### config.mk
export PLATFORM = sky130hd
export DESIGN_NAME = wb_port_arbiter_flat
export DESIGN_NICKNAME = d
export VERILOG_FILES = /design/src/rtl/wb_port_arbiter_pkg.sv /design/src/rtl/wb_port_arbiter_if.sv /design/src/rtl/wb_port_arbiter_fifo.sv /design/src/rtl/wb_port_arbiter.sv /design/src/flat_wrapper.sv
export SDC_FILE = /design/constraint.sdc
export NUM_CORES = 1
export LEC_CHECK = 0
export ABC_AREA = 1
export CORE_MARGIN = 2
export CORE_UTILIZATION = 43
export DETAILED_ROUTE_END_ITERATION = 10
export DONT_BUFFER_PORTS = 1
export HOLD_SLACK_MARGIN = 0.15
export PLACE_DENSITY_LB_ADDON = 0.15
export SLEW_MARGIN = 25
export SYNTH_ARGS = -nofsm -noshare
export SYNTH_HDL_FRONTEND = slang
export SYNTH_SLANG_ARGS = --single-unit
export TNS_END_PERCENT = 10
### constraint.sdc
create_clock -name Clk -period 4.6 [get_ports Clk]
set_input_delay 0.92 -clock Clk [delete_from_list [all_inputs] [get_ports Clk]]
set_output_delay 0.92 -clock Clk [all_outputs]
set_load 0.1 [all_outputs]
### src/rtl/wb_port_arbiter_pkg.sv
// Shared pipeline write-port types and constants, reused by MEM/WB, EX/MEM
// and the writeback arbiter.
package wb_port_arbiter_pkg;

    localparam int PIPE_DW = 32;
    localparam int PIPE_AW = 5;

    localparam logic [PIPE_AW-1:0] REG_ZERO = 5'd0;

    typedef struct packed {
        logic               we;
        logic [PIPE_AW-1:0] addr;
        logic [PIPE_DW-1:0] data;
    } wb_req_t;

    // True when a source register is real (not $0) and names the destination.
    function automatic logic addr_hits(input logic [PIPE_AW-1:0] src,
                                       input logic [PIPE_AW-1:0] dst);
        return (src != REG_ZERO) && (src == dst);
    endfunction

endpackage

### src/rtl/wb_port_arbiter_if.sv
// Bus bundle between the pipeline/multi-cycle unit side (master) and the
// writeback-port arbiter (slave).
interface wb_port_arbiter_if #(
    parameter int DW = wb_port_arbiter_pkg::PIPE_DW,
    parameter int AW = wb_port_arbiter_pkg::PIPE_AW
);
    logic          pipe_wr_en;
    logic [AW-1:0] pipe_wr_addr;
    logic [DW-1:0] pipe_wr_data;
    logic          mc_valid;
    logic [AW-1:0] mc_addr;
    logic [DW-1:0] mc_data;
    logic          mc_ready;
    logic [AW-1:0] rs_addr;
    logic [AW-1:0] rt_addr;
    logic          raw_hazard;
    logic          stall_req;
    logic          rf_we;
    logic [AW-1:0] rf_waddr;
    logic [DW-1:0] rf_wdata;

    modport master (
        output pipe_wr_en, pipe_wr_addr, pipe_wr_data,
        output mc_valid, mc_addr, mc_data,
        output rs_addr, rt_addr,
        input  mc_ready, raw_hazard, stall_req,
        input  rf_we, rf_waddr, rf_wdata
    );

    modport slave (
        input  pipe_wr_en, pipe_wr_addr, pipe_wr_data,
        input  mc_valid, mc_addr, mc_data,
        input  rs_addr, rt_addr,
        output mc_ready, raw_hazard, stall_req,
        output rf_we, rf_waddr, rf_wdata
    );
endinterface

### src/rtl/wb_port_arbiter_fifo.sv
// Multi-cycle result buffer: storage, wrap-around pointers, occupancy count
// and a live bit per entry. Entries whose address is overwritten by a younger
// pipeline write are squashed (live cleared) but still occupy their slot
// until popped.
module wb_port_arbiter_fifo
    import wb_port_arbiter_pkg::*;
#(
    parameter int DW    = PIPE_DW,
    parameter int AW    = PIPE_AW,
    parameter int DEPTH = 2
) (
    input  logic                     Clk,
    input  logic                     Rst,
    input  logic                     push_en,
    input  logic [AW-1:0]            push_addr,
    input  logic [DW-1:0]            push_data,
    input  logic                     push_live,
    input  logic                     pop_en,
    input  logic                     squash_en,
    input  logic [AW-1:0]            squash_addr,
    output logic                     full,
    output logic                     empty,
    output logic [AW-1:0]            head_addr,
    output logic [DW-1:0]            head_data,
    output logic                     head_live,
    output logic [DEPTH-1:0][AW-1:0] entry_addr,
    output logic [DEPTH-1:0]         entry_live
);
    localparam int PW = $clog2(DEPTH);
    localparam int CW = PW + 1;

    logic [DEPTH-1:0][AW-1:0] addr_r;
    logic [DEPTH-1:0][DW-1:0] data_r;
    logic [DEPTH-1:0]         live_r;
    logic [DEPTH-1:0]         live_s;
    logic [PW-1:0]            rd_ptr_r;
    logic [PW-1:0]            wr_ptr_r;
    logic [CW-1:0]            count_r;

    // Next live bits: a push sets the written slot, a pop or a matching squash clears one.
    always_comb begin
        live_s = live_r;
        for (int i = 0; i < DEPTH; i++) begin
            live_s[i] = (push_en && (PW'(i) == wr_ptr_r)) ? push_live :
                        ((pop_en && (PW'(i) == rd_ptr_r)) ||
                         (squash_en && (addr_r[i] == squash_addr))) ? 1'b0 : live_r[i];
        end
    end

    // Storage, pointers and occupancy count.
    always_ff @(posedge Clk) begin
        if (Rst) begin
            addr_r   <= '{default: {AW{1'b0}}};
            data_r   <= '{default: {DW{1'b0}}};
            live_r   <= {DEPTH{1'b0}};
            rd_ptr_r <= {PW{1'b0}};
            wr_ptr_r <= {PW{1'b0}};
            count_r  <= {CW{1'b0}};
        end else begin
            live_r <= live_s;
            if (push_en) begin
                addr_r[wr_ptr_r] <= push_addr;
                data_r[wr_ptr_r] <= push_data;
                wr_ptr_r         <= wr_ptr_r + PW'(1);
            end
            if (pop_en) begin
                rd_ptr_r <= rd_ptr_r + PW'(1);
            end
            case ({push_en, pop_en})
                2'b10:   count_r <= count_r + CW'(1);
                2'b01:   count_r <= count_r - CW'(1);
                default: count_r <= count_r;
            endcase
        end
    end

    assign full       = (count_r == CW'(DEPTH));
    assign empty      = (count_r == CW'(0));
    assign head_addr  = addr_r[rd_ptr_r];
    assign head_data  = data_r[rd_ptr_r];
    assign head_live  = live_r[rd_ptr_r];
    assign entry_addr = addr_r;
    assign entry_live = live_r;

endmodule

### src/rtl/wb_port_arbiter.sv
// Register-file write-port arbiter between MEM/WB and the mult/div unit.
// Multi-cycle results are buffered and drained into idle writeback slots;
// buffered destinations raise a RAW hazard and are squashed by younger
// pipeline writes to the same register.
// Optional build macro WB_ARB_FAIRNESS_EN: a head denied STARVE_LIMIT times
// forces a one-cycle pipeline stall so it can be written.
module wb_port_arbiter
    import wb_port_arbiter_pkg::*;
#(
    parameter int DW    = PIPE_DW,
    parameter int AW    = PIPE_AW,
    parameter int DEPTH = 2
`ifdef WB_ARB_FAIRNESS_EN
   ,parameter int STARVE_LIMIT = 4
`endif
) (
    input  logic               Clk,
    input  logic               Rst,
    wb_port_arbiter_if.slave   bus
);
    logic                     full_s;
    logic                     empty_s;
    logic [AW-1:0]            head_addr_s;
    logic [DW-1:0]            head_data_s;
    logic                     head_live_s;
    logic [DEPTH-1:0][AW-1:0] entry_addr_s;
    logic [DEPTH-1:0]         entry_live_s;
    logic                     pipe_grant_s;
    logic                     head_grant_s;
    logic                     pop_s;
    logic                     push_s;
    logic                     push_live_s;
    logic                     stall_s;
    logic                     raw_hazard_s;
    logic                     rf_we_r;
    logic [AW-1:0]            rf_waddr_r;
    logic [DW-1:0]            rf_wdata_r;
    logic                     mc_wb_r;

    wb_port_arbiter_fifo #(.DW(DW), .AW(AW), .DEPTH(DEPTH)) u_fifo (
        .Clk         (Clk),
        .Rst         (Rst),
        .push_en     (push_s),
        .push_addr   (bus.mc_addr),
        .push_data   (bus.mc_data),
        .push_live   (push_live_s),
        .pop_en      (pop_s),
        .squash_en   (pipe_grant_s),
        .squash_addr (bus.pipe_wr_addr),
        .full        (full_s),
        .empty       (empty_s),
        .head_addr   (head_addr_s),
        .head_data   (head_data_s),
        .head_live   (head_live_s),
        .entry_addr  (entry_addr_s),
        .entry_live  (entry_live_s)
    );

    // Grant the pipeline unless stalled; otherwise drain the live head. Dead heads pop for free.
    always_comb begin
        pipe_grant_s = bus.pipe_wr_en && (bus.pipe_wr_addr != REG_ZERO) && !stall_s;
        head_grant_s = head_live_s && !pipe_grant_s;
        pop_s        = !empty_s && (!head_live_s || head_grant_s);
        push_s       = bus.mc_valid && !full_s;
        // A result to $0, or one overwritten by the younger pipeline write this cycle, enters dead.
        push_live_s  = (bus.mc_addr != REG_ZERO) &&
                       !(pipe_grant_s && (bus.mc_addr == bus.pipe_wr_addr));
    end

    // Registered write-port drive; remembers whether the write came from the buffer.
    always_ff @(posedge Clk) begin
        if (Rst) begin
            rf_we_r    <= 1'b0;
            rf_waddr_r <= {AW{1'b0}};
            rf_wdata_r <= {DW{1'b0}};
            mc_wb_r    <= 1'b0;
        end else if (pipe_grant_s) begin
            rf_we_r    <= 1'b1;
            rf_waddr_r <= bus.pipe_wr_addr;
            rf_wdata_r <= bus.pipe_wr_data;
            mc_wb_r    <= 1'b0;
        end else if (head_grant_s) begin
            rf_we_r    <= 1'b1;
            rf_waddr_r <= head_addr_s;
            rf_wdata_r <= head_data_s;
            mc_wb_r    <= 1'b1;
        end else begin
            rf_we_r    <= 1'b0;
            rf_waddr_r <= {AW{1'b0}};
            rf_wdata_r <= {DW{1'b0}};
            mc_wb_r    <= 1'b0;
        end
    end

    // RAW hazard: live buffered entries, plus a buffered result still on the write port this cycle.
    always_comb begin
        raw_hazard_s = rf_we_r && mc_wb_r &&
                       (addr_hits(bus.rs_addr, rf_waddr_r) || addr_hits(bus.rt_addr, rf_waddr_r));
        for (int i = 0; i < DEPTH; i++) begin
            raw_hazard_s = raw_hazard_s ||
                           (entry_live_s[i] && (addr_hits(bus.rs_addr, entry_addr_s[i]) ||
                                                addr_hits(bus.rt_addr, entry_addr_s[i])));
        end
    end

`ifdef WB_ARB_FAIRNESS_EN
    localparam int WCW = $clog2(STARVE_LIMIT + 1);

    logic [WCW-1:0] wait_cnt_r;
    logic [WCW-1:0] wait_cnt_s;
    logic           stall_req_r;

    // Count consecutive denials of a live head, saturating at the starvation limit.
    always_comb begin
        if (empty_s || !head_live_s || head_grant_s) begin
            wait_cnt_s = WCW'(0);
        end else if (wait_cnt_r < WCW'(STARVE_LIMIT)) begin
            wait_cnt_s = wait_cnt_r + WCW'(1);
        end else begin
            wait_cnt_s = wait_cnt_r;
        end
    end

    // Wait counter and the one-cycle stall that hands the slot to a starved head.
    always_ff @(posedge Clk) begin
        if (Rst) begin
            wait_cnt_r  <= WCW'(0);
            stall_req_r <= 1'b0;
        end else begin
            wait_cnt_r  <= wait_cnt_s;
            stall_req_r <= bus.pipe_wr_en && head_live_s && !head_grant_s && !stall_req_r &&
                           (wait_cnt_s == WCW'(STARVE_LIMIT));
        end
    end

    assign stall_s = stall_req_r;
`else
    assign stall_s = 1'b0;
`endif

    assign bus.mc_ready   = !full_s;
    assign bus.raw_hazard = raw_hazard_s;
    assign bus.stall_req  = stall_s;
    assign bus.rf_we      = rf_we_r;
    assign bus.rf_waddr   = rf_waddr_r;
    assign bus.rf_wdata   = rf_wdata_r;

endmodule
### src/flat_wrapper.sv
// flat-port wrapper written by rule: the top's interface ports become plain ports
module wb_port_arbiter_flat import wb_port_arbiter_pkg::*;
#(
    parameter int DW    = PIPE_DW,
    parameter int AW    = PIPE_AW,
    parameter int DEPTH = 2

)
  (Clk, Rst, bus_pipe_wr_en, bus_pipe_wr_addr, bus_pipe_wr_data, bus_mc_valid, bus_mc_addr, bus_mc_data, bus_rs_addr, bus_rt_addr, bus_mc_ready, bus_raw_hazard, bus_stall_req, bus_rf_we, bus_rf_waddr, bus_rf_wdata);
  wb_port_arbiter_if #(.DW(DW), .AW(AW)) bus_i ();
  input  logic Clk;
  input  logic Rst;
  input wire logic [$bits(bus_i.pipe_wr_en)-1:0] bus_pipe_wr_en;
  input wire logic [$bits(bus_i.pipe_wr_addr)-1:0] bus_pipe_wr_addr;
  input wire logic [$bits(bus_i.pipe_wr_data)-1:0] bus_pipe_wr_data;
  input wire logic [$bits(bus_i.mc_valid)-1:0] bus_mc_valid;
  input wire logic [$bits(bus_i.mc_addr)-1:0] bus_mc_addr;
  input wire logic [$bits(bus_i.mc_data)-1:0] bus_mc_data;
  input wire logic [$bits(bus_i.rs_addr)-1:0] bus_rs_addr;
  input wire logic [$bits(bus_i.rt_addr)-1:0] bus_rt_addr;
  output wire logic [$bits(bus_i.mc_ready)-1:0] bus_mc_ready;
  output wire logic [$bits(bus_i.raw_hazard)-1:0] bus_raw_hazard;
  output wire logic [$bits(bus_i.stall_req)-1:0] bus_stall_req;
  output wire logic [$bits(bus_i.rf_we)-1:0] bus_rf_we;
  output wire logic [$bits(bus_i.rf_waddr)-1:0] bus_rf_waddr;
  output wire logic [$bits(bus_i.rf_wdata)-1:0] bus_rf_wdata;
  assign bus_i.pipe_wr_en = bus_pipe_wr_en;
  assign bus_i.pipe_wr_addr = bus_pipe_wr_addr;
  assign bus_i.pipe_wr_data = bus_pipe_wr_data;
  assign bus_i.mc_valid = bus_mc_valid;
  assign bus_i.mc_addr = bus_mc_addr;
  assign bus_i.mc_data = bus_mc_data;
  assign bus_i.rs_addr = bus_rs_addr;
  assign bus_i.rt_addr = bus_rt_addr;
  assign bus_mc_ready = bus_i.mc_ready;
  assign bus_raw_hazard = bus_i.raw_hazard;
  assign bus_stall_req = bus_i.stall_req;
  assign bus_rf_we = bus_i.rf_we;
  assign bus_rf_waddr = bus_i.rf_waddr;
  assign bus_rf_wdata = bus_i.rf_wdata;
  wb_port_arbiter #(.DW(DW), .AW(AW), .DEPTH(DEPTH)) u_core (.Clk(Clk), .Rst(Rst), .bus(bus_i));
endmodule
==> results of run 1 <==
critical path: stages (launching register included):
cell and delay, ns:
dfxtp_1 1.00, xor2_1 0.13, nor2_1 0.14, nand4_1 0.08, nand2_1 0.06, nand2_1 0.04
nand3_1 0.07, buf_4 0.29
logic make-up after synthesis:
| logic type | after synthesis |
|---|---|
| AND/OR/NAND/NOR | 279 |
| adder cells (fa/ha/maj) | 1 |
| AO/OA/AOI/OAI | 142 |
| flip-flops | 119 |
| other | 1 |
| buffers and inverters | 78 |
| multiplexers | 30 |
| XOR/XNOR | 31 |
registers in the layout, indices dropped and copies added (netlist names):
register / flops
u_core.u_fifo.data_r: 64
u_core.bus.rf_wdata: 32
u_core.u_fifo.entry_addr: 10
u_core.bus.rf_waddr: 5
u_core.u_fifo.count_r: 2
u_core.u_fifo.entry_live: 2
u_core.bus.rf_we: 1
u_core.mc_wb_r: 1
u_core.u_fifo.rd_ptr_r: 1
u_core.u_fifo.wr_ptr_r: 1
cell usage after synthesis, types with 2 or more instances:
cell type  number
a21oi_1        84
buf_2          14
buf_4           6
buf_6           9
clkbuf_1       10
dfxtp_1       119
inv_1          32
inv_2           5
mux2i_1        30
nand2_1       223
nand2_2         2
nand2_4         2
nand3_1        14
nand3_4         2
nand4_1         6
nor2_1         20
nor2_2          2
nor3_1          4
o21ai_0        25
o21ai_1         9
o21ai_2        22
o22ai_1         2
xnor2_1        14
xor2_1         17
power by group through the flow:
| stage | Combinational, W | Clock (W) | Sequential [W] |
|---|---|---|---|
| 2_1_floorplan | 0.000576 | 0 | 0.00138 |
| 3_3_place_gp | 0.000623 | 0 | 0.00142 |
| 3_5_place_dp | 0.000640 | 0 | 0.00142 |
| 4_1_cts | 0.000642 | 0.00134 | 0.00140 |
| 5_1_grt | 0.000710 | 0.00139 | 0.00142 |
| 6_report | 0.000632 | 0.00132 | 0.00140 |
per-layer routing:
layer	global-route usage	vias up	share of wire
met5	0	-	0
met4	0.09799	0	0.014
met3	0.06378	14	0.071
met2	0.3431	134	0.49
met1	0.2352	1994	0.43
li1	-	2162	-
per-stage QoR:
stage | total power, W | setup slack (ns) | cell area, sq um | utilization
floorplan | 0.001954 | 1.402 | 5323 | -
global placement | 0.002041 | 1.831 | 5320 | 0.4411
detailed placement | 0.002065 | 1.775 | 5320 | 0.4411
CTS | 0.003380 | 1.414 | 5904 | 0.4895
global route | 0.003517 | 1.316 | 5909 | 0.4899
finish | 0.003349 | 1.439 | 5909 | 0.4899
layout make-up:
class	count	area [sq um]
Clock buffer	20	456.7
Fill cell	1186	6152
Multi-Input combinational cell	484	2541
Sequential cell	119	2384
Clock inverter	9	127.6
Inverter	38	145.1
Tap cell	168	210.2
Timing Repair Buffer	6	45.04
layout by cell type, fill, tap and decap left out, drive strengths merged, types with 14 or more instances in the layout:
cell,netlist,layout
nor2,22,22
nand3,17,17
a21oi,84,84
clkbuf,11,20
xor2,17,17
nand2,227,227
inv,38,38
o21ai,56,56
xnor2,14,14
dfxtp,119,119
mux2i,30,30
worst paths after layout:
path / from / depth (start not counted) / end
setup reg to reg: u_core.u_fifo.count_r[0] / 6 / u_core.u_fifo.entry_live[0]
hold reg to reg: u_core.u_fifo.data_r[0] / 2 / u_core.u_fifo.data_r[0]
setup / recovery: u_core.bus.rf_waddr[2] / 7 / bus_raw_hazard
hold / removal: u_core.u_fifo.data_r[0] / 2 / u_core.u_fifo.data_r[0]
==> results.md, run 1 <==
Yosys:
- The synthesized design contains 0 enable-type register cells.
- The area of the mapped netlist is ~5300 sq um.
- The complex-gate fraction of the synthesized area is 0.1495.
- After synthesis, the largest family of logic cells by area is simple AND/OR/NAND/NOR gates.
- After synthesis, the cell types taking the most area are dfxtp_1 (45%), nand2_1 (16%), a21oi_1 (7.9%).
- Of the total synthesized cell area, the portion taken by AND, OR, NAND and NOR gates is 0.2165.
- The adder-cell share of the synthesized area is 0.002351.
- Dividing the synthesized area by the synthesized cell count gives between 7 and 8 sq um.
- After synthesis the netlist holds a flip-flop and latch count of around 120.
- The most instantiated flip-flop cell in the synthesis netlist is dfxtp_1.
- The count of distinct cell types in the synthesized netlist is 32.
- The synthesized design spends more area on one cell type than any other, namely dfxtp_1.
- The post-synth net total is 770.
- The async set or reset register ratio after synthesis is 0.
- After synthesis, the share of cell area in mux cells is 0.05642.
- The share of Yosys cell area claimed by the top area cell type is 0.4476.
- The xor and xnor area share after synthesis is 0.05101.
- The number of warnings reported in the yosys synthesis log is 0.
- Of the synthesized area, sequential elements account for 0.4476.
- Synthesis handed over a netlist of between 600 and 700 instances.

CTS:
- Buffers added to address setup during post-CTS repair amount to 0.
- The number of clock buffers added by TritonCTS is 17.
- The clock tree from TritonCTS is yes.
- The insertion delay of the later-clocked pin in the worst-skew pair is approximately 0.41 ns.
- The clock-pin transition on the worst setup and hold timing paths is about 0.050 ns.
- The cell sitting at the root of the clock tree is a clkbuf_16.
- Buffers inserted to repair hold after CTS numbered 0.
- The number of levels the H-tree was split into is 4.
- The number of gates resized after CTS was 0.
- The clock passes through at most 2 buffers.
- The TritonCTS sink count is 119.

Route:
- After detailed routing, the number of remaining DRC violations is 0.
- The final route contains ~4,300 vias.
- In the final routed layout, each cell accounts on average for 15.60 um.
- The first routing iteration left approximately 240 violations.
- The total wire length after detailed routing is 13.17 mm.
- Once detail routing completed, the nets flagged for antenna violations numbered 0.
- The first detailed-routing pass ran for 4 iterations.
- The detailed-route vias per instance is 5.100.

Worst setup path:
- The startpoint type of the worst setup path is a flop.
- The worst setup path is captured at an output pin.
- The data arrival at the endpoint of the critical path is about 2.2 ns.
- For the worst setup path, the data required time is ~3.7 ns.
- The setup slack of the worst register-to-register path is 2.12 ns.
- The critical-path maximum fanout is 3.
- The start-to-end type of the worst setup path is reg2out.

Power:
- Of the total power, the clock network draws 0.393.
- The relative contribution of sequential cells to total power is 0.418.
- Of the total power, the share spent switching nets is 0.3322.
- For this design the total switching power over the nets is between 0.001 and 0.0015 W.
- VDD sags by at most around 0.33 mV.
- In this run the power density over the cells is about 570 nW/um^2.
- The internal power of the cells totals ~0.0022 W.
- The share of total power dissipated in combinational logic is 0.189.
- For this design the static power due to leakage is 2.295 nW.

Floorplanning:
- Measured along the y axis, the die boundary spans ~120 um.
- The standard-cell row count is 40.
- The total area inside the core boundary comes to ~12,000 sq um.
- The chip width is approximately 120 um.
- The number of primary I/O pins is around 130.
- The initial utilization of the core area, before any placement, comes to 0.4413.
- The full die area is roughly 13,000 sq um.

Flow run:
- The tool flagged a number of max-cap violations equal to 0.

Placed design:
- The count of input and output buffers is 0.
- The half-perimeter wire length of the detailed placement result is 8.468 mm.
- The number of placed instances, taps included is between 800 and 900.
- The final weighted congestion of routability-driven global placement is approximately 0.9.

GRT:
- Entering global routing, the biggest net connects 70 pins.
- The number of global-route vias before repair is 4,226.
- After global routing the overflow that remains totals 0.
- The first global-routing pass estimated around 21 mm of wire.
- The initial antenna violation count came to 0.
- The total routing resource utilization after global routing is 0.2037.

Hold path:
- The type of the tightest min-delay check is reg2reg.

Timing:
- Based on the critical path, the design can be clocked at up to between 300 and 400 MHz.
- The post-layout minimum cycle time is 3.161 ns.
- The worst hold slack across all endpoints is 0.4552 ns.
- The portion of the clock cycle consumed by the worst path in the final layout is 0.6872.
- The hold violation total from the final report is 0.
- The number of setup violations in the final report is 0.
- At the pin with the least slew margin, the transition time is between 1 and 1.5 ns.
- Across the routed clock network, the largest skew measured is ~0.010 ns.
- Setup repair after global routing left no endpoint under its margin.
- The tightest slew margin relative to the limit is 0.3151.
- The final-layout setup total negative slack is 0 ns.
- The final max-slew violation count is 0.

Layout:
- For this run, the post-layout net count is roughly 760.
- Relative to the synthesized area, the layout overhead comes to 11.02%.
- The number of antenna repair diodes is 0.
- The ratio of cells with drive above 1 in the final layout is 0.1080.
- The finished layout holds 844 standard cells, fillers aside.

Status:
- The flow ran to the end, and the final reports show no timing, DRC or antenna violations.
No activity file was read; power rests on OpenSTA's default activity.
==> run 2, diff against run 1 <==
clock period = 2.95 ns   (was 4.6 ns; I/O delays follow)
==> results.md, run 2 (synthesis gave the netlist of run 1 again) <==
Timing:
- The hold violation total from the final report came to 0 (unchanged).
- The transition at the pin with the smallest max-transition slack was 0.9844 ns (-0.04155 ns).
- The final max-slew violation count came to 0 (unchanged).
- The final-layout setup total negative slack was 0 ns (unchanged).
- The post-layout worst setup margin is 0.5602 ns (-0.8789 ns).
- The tightest slew margin relative to the limit is 0.3428 (+0.02774).
- The worst clock skew on the final layout was 0.01037 ns (+0.0003911 ns).
- In the finished design, the share of the clock period the worst path needs comes to 0.8101.
- The number of setup violations in the final report was 0 (unchanged).
- Setup repair after global routing left no endpoint under its margin.
- The routed design could run at a clock period as short as ~2.4 ns.
- Static timing analysis puts the maximum clock frequency at 418.4 MHz.

GRT:
- The maximum number of pins on one net before global-route repair is 70 (unchanged).
- The global-route wire length before repair came to 21.08 mm (+2.1%).
- The initial antenna violation count is 0 (unchanged).
- The total congestion overflow after global routing is 0 (unchanged).
- The number of global-route vias before repair is 4,326 (+2.4%).
- The total routing resource utilization after global routing came to 0.2056 (+0.001861).

Layout:
- The library cells used most frequently in the layout, excluding fill and tap cells, are nand2_1 (223), dfxtp_1 (118), a21oi_1 (84).
- The ratio of cells with drive above 1 in the final layout was 0.1210 (+0.01300).
- The flip-flop count of the largest register after layout came to 64 (unchanged).
- The largest register by flop count is u_core.u_fifo.data_r.
- The area added between synthesis and finish is 12.15%.
- The leading cell type in the layout, fill and taps excluded is nand2_1.
- The number of antenna repair diodes came to 0 (unchanged).
- The number of nets in the final layout came to 762 (+0.93%).

CTS:
- The count of instances resized after the clock tree is built is 0 (unchanged).
- The number of levels the H-tree was split into came to 4 (unchanged).
- TritonCTS built the clock tree.
- The insertion delay of the later-clocked pin in the worst-skew pair was 0.41 ns (about the same).
- The maximum number of buffers from clock root to sink is 2 (unchanged).
- The post-CTS setup buffer count is 0 (unchanged).
- The clock buffer count from CTS came to 17 (unchanged).
- The TritonCTS sink count was 119 (unchanged).
- The number of buffers added to fix hold violations after cts came to 0 (unchanged).
- The root buffer selected by CTS is clkbuf_16.
- The clock-pin transition on the worst setup and hold timing paths is 0.06 ns (about the same).

Route:
- The count of vias placed by the detailed router was 4,342 (+0.88%).
- The post-route DRC violation count was 0 (unchanged).
- The routed length per placed instance came to 15.36 um (-1.6%).
- The detailed-route vias per instance is 5.084 (-0.30%).
- The detailed router's first-iteration violation count is 277 (+17%).
- The detailed-routing iteration count for the pre-antenna-repair pass came to 4 (unchanged).
- The total wire length after detailed routing is 13.12 mm (-0.39%).
- The number of nets with antenna violations after routing is 0 (unchanged).

Hold path:
- The worst hold path belongs to the class in2reg.
- The count of cells along the worst hold path is 1 (-1).

Power:
- The switching power as a share of total power is 0.3390 (+0.006880).
- The total power divided by cell area is 871.0 nW/um^2 (+54%).
- The relative contribution of sequential cells to total power is 0.402 (-0.016).
- The switching power was 0.001763 W (+58%).
- The worst supply voltage drop on vdd came to 0.3561 mV (+8.7%).
- The fraction of power consumed by the clock network was 0.388 (-0.005).
- The cell leakage power is 2.325 nW (+1.3%).
- The part of the total power dissipated in combinational logic is 0.210 (+0.021).
- The internal power consumption is 0.003437 W (+54%).

Worst setup path:
- The logic depth of the worst register-to-register path is 12 (+6).
- The start-to-end type of the worst setup path is reg2out.
- The data arrival at the endpoint of the critical path is 1.80 ns (-0.44 ns).
- Traced cell by cell, the critical path runs through inv_1 -> nand2_1 -> nand4_1 -> nor2_1 -> nand2_1 -> nand2_1 -> nand2_1 -> nand3_1 -> buf_4.
- The critical-path maximum fanout is 4 (+1).
- The cell repeated most along the worst path is nand2_1.
- The delay of the slowest cell on the worst path was 0.43 ns (-0.57 ns).
- STA classifies the critical path startpoint as a flop.
- The critical-path cell with the highest stage delay is dfxtp_1.
- The data required time of the critical path is 2.36 ns (-1.32 ns).
- The capturing element type of the critical path is an output pin.

Placed design:
- The count of input and output buffers is 0 (unchanged).
- The half-perimeter wire length of the detailed placement result is 8.612 mm (+1.7%).
- The pre-CTS worst setup slack is 0.7665 ns (-1.009 ns).
- The final weighted congestion of routability-driven global placement is 0.9008 (+0.51%).

Floorplanning:
- The standard cell core area is 12,060 sq um (unchanged).
- The starting density of the core was 0.4413 (unchanged).
- The full die area is 13,280 sq um (unchanged).
- The chip width is 115.3 um (unchanged).
- The standard-cell row count is 40 (unchanged).
- The die extent in y came to 115.3 um (unchanged).
- The number of primary I/O pins is 129 (unchanged).

Status:
- The run finished with clean final reports.

Flow run:
- The max capacitance violation total is 0 (unchanged).
-- run 2: cell types whose count changed in the layout (fill, tap and decap cells not counted), sizes merged --
cell | before | now
clkinvlp | 3 | 4
clkinv | 3 | 6
bufinv | 3 | 2
buf | 6 | 13
-- run 2: final timing paths --
path | from | endpoint | slack (ns)
setup / recovery | u_core.u_fifo.entry_addr[6] | bus_raw_hazard | 0.56
hold / removal | Rst | u_core.u_fifo.data_r[3] | 0.24
hold reg to reg | u_core.u_fifo.data_r[0] | u_core.u_fifo.data_r[0] | 0.45
setup reg to reg | u_core.u_fifo.rd_ptr_r | u_core.u_fifo.count_r[1] | 1.00
-- run 2: cell type report --
| type | instances | area [sq um] |
|---|---|---|
| clock inverters | 12 | 127.6 |
| well taps | 168 | 210.2 |
| inverters | 38 | 145.1 |
| clock buffers | 20 | 456.7 |
| flip-flops and latches | 119 | 2384 |
| multi-input cells | 484 | 2536 |
| repair buffers | 13 | 110.1 |
| fillers | 1169 | 6092 |
-- run 2: metal layers --
metal,vias up,part of all wire,global-route usage
met3,19,0.068,0.06168
met4,0,0.015,0.07791
met5,-,0,0
li1,2184,-,-
met1,2010,0.43,0.2482
met2,129,0.48,0.3455
-- run 2: critical path, delay by kind of cell, from the launching register on --
family	cells	cell delay (ns)
DFF	1	0.43
and+or+nand+nor	7	0.56
buffers and inverters	2	0.40
-- run 2: power by group through the flow --
stage	combinational, W	sequential (W)	clock (W)
floorplan	0.000898	0.00215	0
global placement	0.00108	0.00212	0
detailed placement	0.00110	0.00212	0
CTS	0.00111	0.00209	0.00205
global route	0.00122	0.00211	0.00212
finish	0.00109	0.00209	0.00202
-- run 2: stage by stage --
step / hold WS [ns] / util / cell area, sq um / total power, W / instances
floorplan: 0.4294 / - / 5323 / 0.003047 / 681
global placement: 0.4399 / 0.4465 / 5385 / 0.003202 / 822
detailed placement: 0.4461 / 0.4465 / 5385 / 0.003227 / 822
CTS: 0.2272 / 0.4949 / 5969 / 0.005250 / 854
global route: 0.2293 / 0.4949 / 5969 / 0.005455 / 854
finish: 0.2431 / 0.4949 / 5969 / 0.005199 / 854
==> run 3, diff against run 2 <==
clock period = 2.25 ns   (was 2.95 ns; I/O delays follow)
==> results.md, run 3 (synthesis gave the netlist of run 1 again) <==
Timing:
- Timing would allow up to approximately 470 MHz.
- The post-layout minimum cycle time is around 2.1 ns.
- The transition at the pin with the smallest max-transition slack is 0.6690 ns (-0.3154 ns).
- The worst hold slack across all endpoints is 0.1583 ns (-0.08479 ns).
- The final-layout setup total negative slack is 0 ns (unchanged).
- The worst clock skew on the final layout is 0.006544 ns (-0.003831 ns).
- The tightest slew margin relative to the limit is 0.5534 (+0.2105).
- Setup repair after global routing left no endpoint under its margin.
- The final max-slew violation count was 0 (unchanged).
- The hold violation total from the final report is 0 (unchanged).
- The portion of the clock cycle consumed by the worst path in the final layout is 0.9480.
- The number of setup violations in the final report was 0 (unchanged).

Route:
- The routed length per placed instance is 15.11 um (-1.6%).
- The detailed-routing iteration count for the pre-antenna-repair pass came to 5 (+1).
- The number of nets with antenna violations after routing was 0 (unchanged).
- The total wire length after detailed routing is 13.68 mm (+4.3%).
- The detailed router's first-iteration violation count was 229 (-17%).
- The detailed-route vias per instance is 5.052 (-0.64%).
- The post-route DRC violation count was 0 (unchanged).
- The count of vias placed by the detailed router was 4,572 (+5.3%).

Layout:
- The number of nets in the final layout was 814 (+6.8%).
- The leading cell type in the layout, fill and taps excluded is nand2_1.
- Compared with the post-synthesis result, the final layout area differs by 21.27%.
- The number of standard cells in the final layout excluding fillers came to 905 (+6.0%).
- The ratio of cells with drive above 1 in the final layout is 0.1696 (+0.04862).
- The flip-flop count of the largest register after layout is 64 (unchanged).
- The top cell types in the final layout, fill and taps aside, are nand2_1 (223), dfxtp_1 (109), a21oi_1 (84).
- The number of antenna repair diodes was 0 (unchanged).
- More flip-flops sit in one register than any other, and that register is u_core.u_fifo.data_r.

Floorplanning:
- The standard-cell row count is 40 (unchanged).
- The chip width came to 115.3 um (unchanged).
- The number of primary I/O pins is 129 (unchanged).
- The full die area is 13,280 sq um (unchanged).
- The standard cell core area is 12,060 sq um (unchanged).
- The die extent in y is 115.3 um (unchanged).
- The starting density of the core is 0.4413 (unchanged).

CTS:
- The clock buffer count from CTS came to 17 (unchanged).
- The insertion delay of the later-clocked pin in the worst-skew pair came to 0.41 ns (about the same).
- The post-CTS setup buffer count is 0 (unchanged).
- The maximum number of buffers from clock root to sink is 2 (unchanged).
- The root buffer selected by CTS is clkbuf_16.
- The number of levels the H-tree was split into was 4 (unchanged).
- The clock-pin transition on the worst setup and hold timing paths was 0.05 ns (about the same).
- The TritonCTS sink count is 119 (unchanged).
- The clock tree from TritonCTS is yes.

Worst setup path:
- STA classifies the critical path endpoint as an output pin.
- The kind of cell adding the most delay to the critical path is simple AND/OR/NAND/NOR gates.
- The logic depth of the worst register-to-register path was 6 (-6).
- The critical-path maximum fanout came to 5 (+1).
- By instance count, the cell type seen most on the critical path is nand2_1.
- In this run the critical register-to-register path is captured at u_core.u_fifo.entry_live[1].
- The worst register-to-register path begins at u_core.u_fifo.count_r[0].
- The delay of the slowest cell on the worst path came to 0.38 ns (-0.05 ns).
- Walking the worst path, the cells encountered are inv_1 -> nand2_1 -> nand4_1 -> nor2_1 -> nand2_1 -> nand2_1 -> nand2_1 -> nand3_2 -> buf_12.
- The largest individual stage delay along the critical path comes from the cell dfxtp_2.
- The setup slack of the worst register-to-register path is 0.42 ns (-0.58 ns).
- The data required time of the critical path was 1.80 ns (-0.56 ns).
- The startpoint type of the worst setup path is a flop.
- The data arrival at the endpoint of the critical path came to 1.68 ns (-0.12 ns).
- The start-to-end type of the worst setup path is reg2out.
- The critical path buffer and inverter count is 2 (unchanged).

GRT:
- The global-route wire length before repair was 21.52 mm (+2.1%).
- The maximum number of pins on one net before global-route repair came to 68 (-2.9%).
- The number of global-route vias before repair is 4,397 (+1.6%).
- The total routing resource utilization after global routing is 0.2106 (+0.005080).
- The initial antenna violation count is 0 (unchanged).
- The total congestion overflow after global routing is 0 (unchanged).

Placed design:
- The number of placed instances, taps included was 855 (+4.0%).
- The count of input and output buffers is 0 (unchanged).
- The final weighted congestion of routability-driven global placement is 0.8552 (-5.1%).
- The half-perimeter wire length of the detailed placement result is 8.941 mm (+3.8%).

Power:
- The overall power consumption came to 0.007006 W (+35%).
- The cell leakage power is 2.614 nW (+12%).
- The total power divided by cell area is 1085 nW/um^2 (+25%).
- The worst supply voltage drop on vdd was 0.7534 mV (+110%).

Hold path:
- The count of cells along the worst hold path is 2 (+1).
- The type of the tightest min-delay check is in2reg.
- The path with the worst hold slack has its endpoint at u_core.bus.rf_wdata[19].
- The startpoint identified for the worst hold timing path is bus_pipe_wr_data[19].

Flow run:
- The max capacitance violation total came to 0 (unchanged).

Status:
- The run finished with clean final reports.
run 3: cell types whose count changed in the layout (fill, tap and decap cells not counted), moves of 4 or more:
cell and change:
buf_4 +33, clkinvlp_4 -4, dfxtp_1 -9, dfxtp_2 +9, dlygate4sd3_1 +18
run 3: layer usage:
layer	global-route usage	vias up	share of wire
met2	0.3557	143	0.48
met4	0.07229	0	0.013
met3	0.06906	17	0.069
met5	0	-	0
met1	0.2525	2121	0.44
li1	-	2291	-
run 3: worst register-to-register path, cell delays in order (launching register included):
cell     delay (ns)
dfxtp_1        0.41
inv_2          0.07
nand2_4        0.10
nand3_4        0.27
inv_2          0.60
nand3_1        0.15
a21oi_1        0.16
run 3: worst max-delay path by stage:
stage,endpoint,start,cells past startpoint
global placement,bus_raw_hazard,bus_rt_addr[1],9
global route,bus_raw_hazard,u_core.u_fifo.entry_addr[0],9
finish,bus_raw_hazard,u_core.u_fifo.entry_addr[0],9
CTS,bus_raw_hazard,u_core.u_fifo.entry_addr[0],9
floorplan,bus_raw_hazard,u_core.bus.rf_we,4
detailed placement,bus_raw_hazard,bus_rt_addr[1],9
run 3: repair_timing:
action / 4_1_cts / 5_1_grt
resized for setup: 0 / 4
setup endpoints to repair: 0 / 1
hold buffers: 19 / 0
endpoints found under the hold margin: 85 / 0
run 3: through the flow:
stage          utilization  worst slack (ns)  area [sq um]
2_1_floorplan            -            0.2595          5334
3_3_place_gp        0.4679            0.3825          5644
3_5_place_dp        0.4679            0.3626          5644
4_1_cts             0.5348           0.04570          6450
5_1_grt             0.5352           0.01554          6455
6_report            0.5352            0.1170          6455
run 3: layout make-up:
| class | count | area (sq um) |
|---|---|---|
| flip-flops and latches | 119 | 2395 |
| inverters | 38 | 145.1 |
| repair buffers | 65 | 565.5 |
| clock inverters | 9 | 123.9 |
| multi-input cells | 484 | 2541 |
| clock buffers | 22 | 474.2 |
| fillers | 1125 | 5607 |
| well taps | 168 | 210.2 |
run 3: power by group:
part	leakage (nW)	internal, W	switching [W]	total (W)
clock	0.299	0.00181	0.000898	0.00271
combinational	1.34	0.000560	0.00121	0.00177
sequential	0.978	0.00234	0.000180	0.00252
total	2.61	0.00472	0.00229	0.00701
